===== config.mk =====
export PLATFORM = sky130hd
export DESIGN_NAME = satprotect_mon
export DESIGN_NICKNAME = d
export VERILOG_FILES = /design/src/rtl/satprotect_mon.sv
export SDC_FILE = /design/constraint.sdc
export NUM_CORES = 1
export LEC_CHECK = 0
export CAP_MARGIN = 20
export CORE_ASPECT_RATIO = 1.25
export CORE_MARGIN = 8
export CORE_UTILIZATION = 50
export DETAILED_ROUTE_END_ITERATION = 10
export DONT_BUFFER_PORTS = 1
export PLACE_DENSITY = 0.7
export SLEW_MARGIN = 20
export SYNTH_ARGS = -nofsm -noshare
export SYNTH_HDL_FRONTEND = slang
export SYNTH_SLANG_ARGS = --single-unit

===== constraint.sdc =====
create_clock -name clk_i -period 2.5 [get_ports clk_i]
set_input_delay 0.25 -clock clk_i [delete_from_list [all_inputs] [get_ports clk_i]]
set_output_delay 0.25 -clock clk_i [all_outputs]
set_load 0.03 [all_outputs]

===== src/rtl/satprotect_mon.sv =====
// Registered saturating clamp with a per-cycle selectable limit, plus saturation
// flags, sticky flags, an onset counter and a sustained-saturation (railed) alarm.
module satprotect_mon #(
  parameter int Ri   = 15,
  parameter int Ro   = 14,
  parameter int SW   = 4,
  parameter int CNTW = 16,
  parameter int HOLD = 1024
) (
  input  logic                   clk_i,
  input  logic                   rst_i,
  input  logic                   en_i,
  input  logic [SW-1:0]          lim_i,
  input  logic                   clr_i,
  input  logic signed [Ri-1:0]   in_i,
  output logic signed [Ro-1:0]   out_o,
  output logic                   pos_sat_o,
  output logic                   neg_sat_o,
  output logic                   pos_sticky_o,
  output logic                   neg_sticky_o,
  output logic [CNTW-1:0]        sat_events_o,
  output logic                   railed_o
);

  localparam logic [SW-1:0]   LIM_MAX = SW'(Ro - 1);
  localparam logic [CNTW-1:0] CNT_MAX = '1;
  localparam logic [CNTW-1:0] HOLD_C  = CNTW'(HOLD);

  logic [SW-1:0]        lim_eff;
  logic signed [Ri-1:0] hi_lim, lo_lim;

  logic signed [Ro-1:0] out_d, out_q;
  logic                 pos_d, pos_q, neg_d, neg_q;
  logic                 pos_sticky_d, pos_sticky_q, neg_sticky_d, neg_sticky_q;
  logic [CNTW-1:0]      events_d, events_q, run_d, run_q;
  logic                 railed_d, railed_q;
  logic                 onset;

  // -2^L is the bitwise complement of 2^L-1, so one shift serves both limits
  always_comb begin
    lim_eff = (lim_i > LIM_MAX) ? LIM_MAX : lim_i;
    hi_lim  = (Ri'(1) << lim_eff) - Ri'(1);
    lo_lim  = ~hi_lim;
  end

  always_comb begin
    out_d = in_i[Ro-1:0];
    pos_d = 1'b0;
    neg_d = 1'b0;
    if (in_i > hi_lim) begin
      out_d = hi_lim[Ro-1:0];
      pos_d = 1'b1;
    end else if (in_i < lo_lim) begin
      out_d = lo_lim[Ro-1:0];
      neg_d = 1'b1;
    end
  end

  // A direction flip is a new onset, same as leaving the unsaturated range
  assign onset = en_i & ((pos_d & ~pos_q) | (neg_d & ~neg_q));

  always_comb begin
    pos_sticky_d = pos_sticky_q;
    neg_sticky_d = neg_sticky_q;
    events_d     = events_q;
    run_d        = run_q;

    if (clr_i) begin
      pos_sticky_d = 1'b0;
      neg_sticky_d = 1'b0;
      events_d     = '0;
      run_d        = '0;
    end

    if (en_i) begin
      if (pos_d) pos_sticky_d = 1'b1;
      if (neg_d) neg_sticky_d = 1'b1;

      if (onset) begin
        if (clr_i)                 events_d = CNTW'(1);
        else if (events_q != CNT_MAX) events_d = events_q + CNTW'(1);
      end

      if (!(pos_d | neg_d))         run_d = '0;
      else if (clr_i || onset)      run_d = CNTW'(1);
      else if (run_q != CNT_MAX)    run_d = run_q + CNTW'(1);
    end

    railed_d = (run_d >= HOLD_C);
  end

  always_ff @(posedge clk_i or posedge rst_i) begin
    if (rst_i) begin
      out_q        <= '0;
      pos_q        <= 1'b0;
      neg_q        <= 1'b0;
      pos_sticky_q <= 1'b0;
      neg_sticky_q <= 1'b0;
      events_q     <= '0;
      run_q        <= '0;
      railed_q     <= 1'b0;
    end else begin
      if (en_i) begin
        out_q <= out_d;
        pos_q <= pos_d;
        neg_q <= neg_d;
      end
      pos_sticky_q <= pos_sticky_d;
      neg_sticky_q <= neg_sticky_d;
      events_q     <= events_d;
      run_q        <= run_d;
      railed_q     <= railed_d;
    end
  end

  assign out_o        = out_q;
  assign pos_sat_o    = pos_q;
  assign neg_sat_o    = neg_q;
  assign pos_sticky_o = pos_sticky_q;
  assign neg_sticky_o = neg_sticky_q;
  assign sat_events_o = events_q;
  assign railed_o     = railed_q;

endmodule


==> impl_metrics.json <==
{
  "wl_per_cell_um": 18.9,
  "hold_viol_final": 9,
  "placed_cell_area_sq_mm": 0.00440,
  "clk_path_buf_depth": 2,
  "setup_violations": 51,
  "fin_worst_hold_slack_ps": -11.2,
  "arrival_ps": 3870,
  "drv_slew": 0,
  "cp-end-kind": "register",
  "critPathLaunchType": "primary input",
  "insertion_delay_ps": 310,
  "rrSetupSlack_ps": 130,
  "dieArea_sq_mm": 0.0107,
  "nets": 575,
  "path_buf_inv": 2,
  "gp_congestion": 0.884,
  "die_y_um": 114,
  "diodes": 0,
  "crit_slowest_cell": "or4_4",
  "cts_num_sinks": 51,
  "cts_buffers": 5,
  "grt_overflow": 0,
  "async_reset_ff_share_pct": 100,
  "via_per_inst": 6.13,
  "grt_pass1_vias": 3716,
  "slew_headroom_pct": 63.3,
  "syn_area_sq_mm": 0.00380,
  "ys_warn_count": 0,
  "p_leak_nw": 2.26,
  "critPathRequiredTime_ps": 2740,
  "syn_area_per_cell_sq_um": 8.64,
  "start_util_pct": 51.7,
  "final_area_sq_mm": 0.00524,
  "grt_start_max_net_pins": 33,
  "die_w_um": 94.0,
  "clk_pin_slew_ps": 100,
  "post-place-ws_ps": -1410,
  "yosysUniqueCellTypes": 60,
  "cts_tree": "built",
  "grt_antenna_before_repair": 0,
  "core_area_sq_mm": 0.00736,
  "fmax_ghz": 0.276,
  "drt-pass1-iter-count": 4,
  "r2r_cells": 9,
  "reg2reg_from": "sat_events_o[7]",
  "worst_path_dominant_cell_family": "simple AND/OR/NAND/NOR gates",
  "busiest_layer": "met2",
  "dp_hpwl_mm": 7.86,
  "power_density_mw_per_mm2": 452,
  "syn_to_final_growth_pct": 37.6,
  "ir_drop_v": 0.000292,
  "worstSetupPathType": "primary input to register",
  "wl_mm": 11.5,
  "htreeDepth": 2,
  "synth_edf_count": 0,
  "final_core_util_pct": 71.2,
  "grt_util_met3_pct": 4.86,
  "cap_violations": 0,
  "syn_inst": 440,
  "rsz0062_at_grt": "yes",
  "postRouteAntennaNets": 0,
  "fin_skew_ps": 10.7,
  "track_usage_pct": 21.0,
  "min_period_ps": 3630,
  "max_stage_delay_ps": 480,
  "grt.met2_usage_pct": 37.6,
  "finalSetupTns_ps": -47920,
  "grt_pass1_wl_mm": 18.1,
  "path_cells": "or2_4 -> nor3_4 -> inv_2 -> ha_4 -> o32a_1 -> o22a_1 -> inv_2 -> ha_4 -> or4_4 -> nor4_4 -> a32oi_2 -> o41ai_4 -> nand4_1 -> a21bo_4 -> or4_4 -> a21oi_1",
  "io_pins": 58,
  "synth_seq_cells": 51,
  "worstMarginPinSlew_ps": 549,
  "fillers": 564,
  "synth_flop_cell": "dfrtp_1",
  "status": "complete, but fails checks",
  "drive_above_1_share_pct": 36.9,
  "rows": 35,
  "period_share_pct": 145,
  "whs_path_depth": 1,
  "drt_iter0_drc": 146,
  "root_buffer": "clkbuf_8",
  "crit_fanout": 12,
  "min_path_type": "primary input to register",
  "violations": "hold timing, setup timing",
  "hp-start": "clr_i",
  "timing.rr.end": "sat_events_o[1]",
  "grtUsageMet1_pct": 23.0,
  "ys_seq_area_share_pct": 33.6,
  "drc": 0,
  "holdPathEnd": "run_q[2]",
  "worst_slack_ps": -1130,
  "ctsHoldBuffers": 1,
  "io_buffer_count": 0,
  "via_count": 3732,
  "multi_input_area_sq_mm": 0.00283,
  "seq_area_sq_mm": 0.00128
}
cells in the mapped netlist, drive strengths merged (4+ instances only):
cell type  instances  area (sq um)
o211ai             8          60.1
nor2              33           124
inv               25          93.8
o21a               4          30.0
nand4             12          75.1
mux2               4          45.0
dfrtp             51          1280
ha                36           450
or3               11          68.8
nand2             40           150
nand3             13          65.1
clkbuf            16          60.1
nor3               5          25.0
o22ai              4          25.0
or4                5          41.3
o21ai             24           120
a21o              12          90.1
a211oi            12          90.1
a31oi              4          25.0
buf               10          55.1
a21oi             26           130
nor2b              9          56.3
xor2               7          61.3
and3               8          50.1
mux2i              4          40.0
o31ai              7          57.6
routing by layer:
metal	part of all wire (%)	routed length [um]
met3	6.6	753
met5	0	0
met2	53	6040
met1	38	4350
met4	3.0	346
power breakdown:
part | leakage [nW] | internal (mW) | switching, mW
sequential | 0.673 | 0.876 | 0.134
clock | 0.0581 | 0.299 | 0.296
combinational | 1.53 | 0.373 | 0.386
total | 2.26 | 1.55 | 0.817
layout by cell type, fill, tap and decap left out, types with 8 or more instances in the layout:
| cell type | count |
|---|---|
| dfrtp_1 | 51 |
| o21ai_1 | 13 |
| nand2_1 | 32 |
| nand3_1 | 13 |
| nand4_1 | 12 |
| a21oi_2 | 8 |
| buf_4 | 71 |
| or3_1 | 8 |
| o21ai_0 | 8 |
| a211oi_2 | 9 |
| o211ai_1 | 8 |
| ha_1 | 31 |
| inv_1 | 21 |
| a21o_1 | 12 |
| nor2_1 | 21 |
| nor2b_1 | 9 |
| buf_6 | 15 |
| a21oi_1 | 18 |
cells by family after synthesis:
family / count (synthesis) / synth area share [%]
compound gates: 126 / 23.0
xor+xnor: 10 / 2.30
fa+ha+maj: 36 / 11.8
buf+inv: 52 / 5.59
flops: 51 / 33.6
mux: 8 / 2.24
other cells: 2 / 0.197
simple gates: 155 / 21.3
timing repair:
action                                 in CTS  in global routing
endpoints found under the hold margin      42                 17
gates cloned                                3                  0
setup buffers                              23                 11
setup endpoints to repair                  51                 51
gates resized for setup                    54                 68
pin swaps                                  32                 37
flip-flops by register name, indices dropped and copies added, names as in the netlist:
register,flops
neg_sat_o,1
neg_sticky_o,1
out_o,14
pos_sat_o,1
pos_sticky_o,1
railed_o,1
run_q,16
sat_events_o,16
how the worst max path moves through the flow:
stage                                   to  cells past startpoint     start  slack (ps)
after floorplan            sat_events_o[8]                     20  lim_i[3]       -1570
after global placement    sat_events_o[15]                     16  lim_i[3]       -1300
after detailed placement   sat_events_o[7]                     17  lim_i[3]       -1410
after CTS                 sat_events_o[15]                     16  lim_i[3]       -1020
after global routing      sat_events_o[15]                     16  lim_i[3]       -1260
final                     sat_events_o[15]                     16  lim_i[3]       -1130
per-stage QoR:
step	std cells	power, mW
2_1_floorplan	441	1.39
3_5_place_dp	571	1.58
3_3_place_gp	571	1.56
4_1_cts	604	2.29
6_report	609	2.36
5_1_grt	609	2.48
final cells by class:
| type | instances | area share (%) |
|---|---|---|
| Clock buffer | 5 | 1.31 |
| Tap cell | 92 | 2.20 |
| Timing Repair Buffer | 92 | 15.4 |
| Clock inverter | 3 | 0.837 |
| Inverter | 26 | 1.86 |
| Sequential cell | 51 | 24.4 |
| Multi-Input combinational cell | 340 | 54.0 |
No activity file was read; power rests on OpenSTA's default activity.
